### src/rtl/datapath_sequencer.sv
// rtl/datapath_sequencer.sv - single-issue sequencer driving the 8x16 register-file + ALU datapath
module datapath_sequencer #(
  parameter int size_data = 16,
  parameter int CNT_W     = 16
) (
  input  logic                  CLK,
  input  logic                  RST,
  input  logic                  instr_valid,
  output logic                  instr_ready,
  input  logic [size_data+15:0] instr,
  output logic                  resp_valid,
  input  logic                  resp_ready,
  output logic [size_data-1:0]  resp_data,
  output logic                  resp_err,
  output logic                  busy,
  output logic [CNT_W-1:0]      op_count,
  output logic                  dp_WE,
  output logic [2:0]            dp_W1,
  output logic [2:0]            dp_num_R1,
  output logic [2:0]            dp_num_R2,
  output logic [2:0]            dp_MS,
  output logic [size_data-1:0]  dp_Din,
  input  logic [size_data-1:0]  dp_ALU_out
);
  localparam int D = size_data;

  typedef enum logic [2:0] {S_IDLE, S_WR_IMM, S_EXEC, S_WB, S_RESP} state_t;

  logic [1:0]   op_w;
  logic [2:0]   rd_w, rs1_w, rs2_w, ms_w;
  logic [D-1:0] imm_w;
  logic         unused_rsvd;

  assign op_w        = instr[D+15:D+14];
  assign rd_w        = instr[D+13:D+11];
  assign rs1_w       = instr[D+10:D+8];
  assign rs2_w       = instr[D+7:D+5];
  assign ms_w        = instr[D+4:D+2];
  assign imm_w       = instr[D-1:0];
  assign unused_rsvd = ^instr[D+1:D];

  state_t       state_q;
  logic [2:0]   rd_q;
  logic [D-1:0] imm_q;
  logic [D-1:0] result_q;
  logic         err_q;
  logic [CNT_W-1:0] cnt_q;
  logic         we_q;
  logic [2:0]   w1_q, r1_q, r2_q, ms_q;
  logic [D-1:0] din_q;

  // Datapath controls are registered on entry to each state so they depend on state only.
  always_ff @(posedge CLK or posedge RST) begin
    if (RST) begin
      state_q  <= S_IDLE;
      rd_q     <= '0;
      imm_q    <= '0;
      result_q <= '0;
      err_q    <= 1'b0;
      cnt_q    <= '0;
      we_q     <= 1'b0;
      w1_q     <= '0;
      r1_q     <= '0;
      r2_q     <= '0;
      ms_q     <= '0;
      din_q    <= '0;
    end else begin
      case (state_q)
        S_IDLE: begin
          if (instr_valid) begin
            rd_q  <= rd_w;
            imm_q <= imm_w;
            err_q <= 1'b0;
            case (op_w)
              2'b01: begin
                we_q    <= 1'b1;
                w1_q    <= rd_w;
                din_q   <= imm_w;
                state_q <= S_WR_IMM;
              end
              2'b10: begin
                r1_q    <= rs1_w;
                r2_q    <= rs2_w;
                ms_q    <= ms_w;
                state_q <= S_EXEC;
              end
              2'b11: begin
                result_q <= '0;
                err_q    <= 1'b1;
                state_q  <= S_RESP;
              end
              default: begin
                result_q <= '0;
                state_q  <= S_RESP;
              end
            endcase
          end
        end
        S_WR_IMM: begin
          result_q <= imm_q;
          we_q     <= 1'b0;
          w1_q     <= '0;
          din_q    <= '0;
          state_q  <= S_RESP;
        end
        S_EXEC: begin
          // Operands are read here, before the WB write, so rd may alias rs1/rs2.
          result_q <= dp_ALU_out;
          we_q     <= 1'b1;
          w1_q     <= rd_q;
          din_q    <= dp_ALU_out;
          state_q  <= S_WB;
        end
        S_WB: begin
          we_q    <= 1'b0;
          w1_q    <= '0;
          din_q   <= '0;
          r1_q    <= '0;
          r2_q    <= '0;
          ms_q    <= '0;
          state_q <= S_RESP;
        end
        S_RESP: begin
          if (resp_ready) begin
            cnt_q   <= cnt_q + 1'b1;
            err_q   <= 1'b0;
            state_q <= S_IDLE;
          end
        end
        default: state_q <= S_IDLE;
      endcase
    end
  end

  assign instr_ready = (state_q == S_IDLE);
  assign busy        = (state_q != S_IDLE);
  assign resp_valid  = (state_q == S_RESP);
  assign resp_data   = result_q;
  assign resp_err    = err_q;
  assign op_count    = cnt_q;
  assign dp_WE       = we_q;
  assign dp_W1       = w1_q;
  assign dp_num_R1   = r1_q;
  assign dp_num_R2   = r2_q;
  assign dp_MS       = ms_q;
  assign dp_Din      = din_q;

endmodule
### config.mk
export PLATFORM = sky130hd
export DESIGN_NAME = datapath_sequencer
export DESIGN_NICKNAME = d
export VERILOG_FILES = /design/src/rtl/datapath_sequencer.sv
export SDC_FILE = /design/constraint.sdc
export NUM_CORES = 1
export LEC_CHECK = 0
export CAP_MARGIN = 20
export CORE_ASPECT_RATIO = 1.75
export CORE_MARGIN = 2
export CORE_UTILIZATION = 41
export CTS_CLUSTER_DIAMETER = 150
export DETAILED_ROUTE_END_ITERATION = 10
export PLACE_DENSITY_LB_ADDON = 0.2
export SYNTH_ARGS = -nofsm -noshare
export SYNTH_HDL_FRONTEND = slang
export SYNTH_SLANG_ARGS = --single-unit
### constraint.sdc
create_clock -name CLK -period 2.9 [get_ports CLK]
set_input_delay 0.87 -clock CLK [delete_from_list [all_inputs] [get_ports CLK]]
set_output_delay 0.87 -clock CLK [all_outputs]
set_load 0.1 [all_outputs]
==> flow_summary.json <==
{
  "ctsLongestPathBuffers": 2,
  "relSlewSlack_pct": 40.2,
  "placed_area_um2": 4730,
  "ys_types": 40,
  "num_io_pins": 117,
  "die_y_um": 128,
  "wire_per_inst_um": 16.2,
  "layout_common_cells": "dfrtp_1 (84), buf_4 (68), clkdlybuf4s50_1 (49), nand2_1 (27), mux2_2 (20)",
  "cp_cell_sequence": "clkdlybuf4s50_1 -> inv_1 -> ha_1 -> a21oi_1 -> or3b_1 -> buf_4 -> a221o_1",
  "criticalPathCategory": "in2reg",
  "numCtsBuffers": 9,
  "n_fill_cell": 745,
  "antenna_found_initial": 0,
  "grt_pass1_wl_mm": 13.8,
  "die_area_um2": 9570,
  "drt_iter0_markers": 124,
  "clk_latency_ps": 330,
  "antenna_cells": 0,
  "place_hpwl_mm": 5.85,
  "ys_seq_elements": 84,
  "finalCritPeriodShare_pct": 86.5,
  "setup_viol": 0,
  "crit_fanout": 16,
  "end_kind": "flip-flop",
  "firstDrtPassIters": 4,
  "grt_overflow": 0,
  "h-tree-depth": 3,
  "dp_cells": 517,
  "grt_pass1_vias": 2769,
  "cap_viol_max_count": 0,
  "initial_core_util_pct": 41.7,
  "cts_setup_buffers": 0,
  "final_common_cell": "dfrtp_1",
  "max_slew.worst_pin.slew_ps": 897,
  "finalHoldViolCount": 0,
  "via_count": 2723,
  "finClkSkew_ps": 7.29,
  "critPathMaxStageDelay_ps": 510,
  "synthesis.area_um2": 3600,
  "synth-main-ff-cell": "dfrtp_1",
  "cts_resized": 0,
  "area_delta_synth_final_pct": 40.7,
  "nets": 468,
  "synthCells": 299,
  "postSynthAreaPerCell_um2": 12.0,
  "detail-route-antenna-nets": 0,
  "postSynthNetCount": 356,
  "crit_slowest_cell": "clkdlybuf4s50_1",
  "hold_class": "reg2reg",
  "worstHoldPathCells": 1,
  "final_layout_size_suffix_gt1_share_pct": 28.2,
  "async_flop_share_pct": 100,
  "fin_cells": 532,
  "critPathRequiredTime_ps": 3110,
  "cts_tree": "done",
  "worstPathArrival_ps": 2720,
  "core_um2": 8610,
  "numClockSinks": 84,
  "stdcell_area_um2": 5060,
  "via_per_inst": 5.12,
  "die_x_um": 74.8,
  "final.min_clock_period_ps": 2510,
  "drc_errors": 0,
  "yosysSeqAreaShare_pct": 58.5,
  "cts-hold-fix-buffers": 0,
  "slew_violations": 0,
  "root_buffer": "clkbuf_16",
  "track_usage_pct": 19.1,
  "io_buffer_count": 114,
  "clk_pin_slew_ps": 60,
  "drt_wl_total_mm": 8.61,
  "synth-edff-count": 0,
  "holdWs_ps": 475,
  "yosys_warnings": 0,
  "place_congestion": 0.779,
  "grt_max_degree": 85,
  "rsz0062_at_grt": "false",
  "outcome": "completed",
  "r2r_cells": 4,
  "critPathLaunchType": "input pin",
  "fmax_ghz": 0.399,
  "rows": 45
}
critical path, delay by kind of cell:
kind                       cells  cell delay (ps)
buffers and inverters          3              810
AOI/OAI and AO/OA              2              380
and+or+nand+nor                1              360
adders and majority gates      1              300
metrics by stage:
stage | utilization [%] | setup WS [ps] | setup TNS, ps
finish | 58.7 | 391 | 0
global route | 58.7 | 282 | 0
CTS | 58.7 | 386 | 0
detailed placement | 54.9 | 45.3 | 0
global placement | 54.8 | 93.4 | 0
floorplan | - | -4.23 | -4.23
path summary, 6_finish.rpt:
| check | start | endpoint | slack (ps) |
|---|---|---|---|
| setup / recovery | instr[30] | resp_data[7]$_DFFE_PP0P_ | 390 |
| hold / removal | op_count[15]$_DFFE_PP0P_ | op_count[15]$_DFFE_PP0P_ | 480 |
| setup reg to reg | state_q[0]$_DFFE_PP0P_ | dp_Din[10]$_DFFE_PP0P_ | 940 |
| hold reg to reg | op_count[15]$_DFFE_PP0P_ | op_count[15]$_DFFE_PP0P_ | 480 |
| max in group asynchronous | RST | dp_Din[14]$_DFFE_PP0P_ | 1530 |
| min in group asynchronous | RST | op_count[15]$_DFFE_PP0P_ | 1000 |
Yosys cell counts, types with 5 or more instances:
| cell type | number | area (µm²) |
|---|---|---|
| a21oi_1 | 14 | 70.1 |
| xnor2_1 | 9 | 78.8 |
| clkbuf_1 | 10 | 37.5 |
| o21ai_0 | 19 | 95.1 |
| inv_1 | 6 | 22.5 |
| nand3_1 | 5 | 25.0 |
| buf_2 | 5 | 25.0 |
| and2_1 | 13 | 81.3 |
| a22o_1 | 13 | 114 |
| mux2_2 | 20 | 225 |
| dfrtp_1 | 84 | 2100 |
| ha_1 | 5 | 62.6 |
| a22oi_1 | 7 | 52.6 |
| a21o_1 | 7 | 52.6 |
| xor2_1 | 6 | 52.6 |
| a221o_1 | 12 | 120 |
| nand2_1 | 27 | 101 |
flip-flops by register name (all words and copies together), names as in the netlist:
register	count
dp_Din	16
rd_q	3
dp_MS	3
dp_W1	3
op_count	16
resp_err	1
dp_num_R1	3
dp_WE	1
resp_data	16
state_q	3
dp_num_R2	3
imm_q	16
layer usage:
layer / track usage (%) / up-vias / wire length, µm
met5: 0 / - / 0
met4: 7.35 / 0 / 126
met3: 4.40 / 9 / 368
met2: 32.6 / 70 / 4580
met1: 22.9 / 1354 / 3530
li1: - / 1290 / -
logic make-up after synthesis:
family,count (synthesis),synth area share (%)
and+or+nand+nor,73,11.7
AOI/OAI and AO/OA,76,14.8
adders and majority gates,5,1.74
muxes,20,6.26
DFF,84,58.5
buffers and inverters,26,3.44
xor gates and xnor gates,15,3.65
area by class of cell:
cell class	instances	area (µm²)	area share (%)
clock buffer	11	253	5.00
clock inverter	4	72.6	1.43
inverter	6	26.3	0.519
multi-input combinational	189	1390	27.4
sequential	84	2100	41.6
tap	117	146	2.89
timing repair buffer	121	1070	21.2
Power is not shown: default switching activity piles up to over one toggle a cycle in this logic, so the estimate is an artifact.
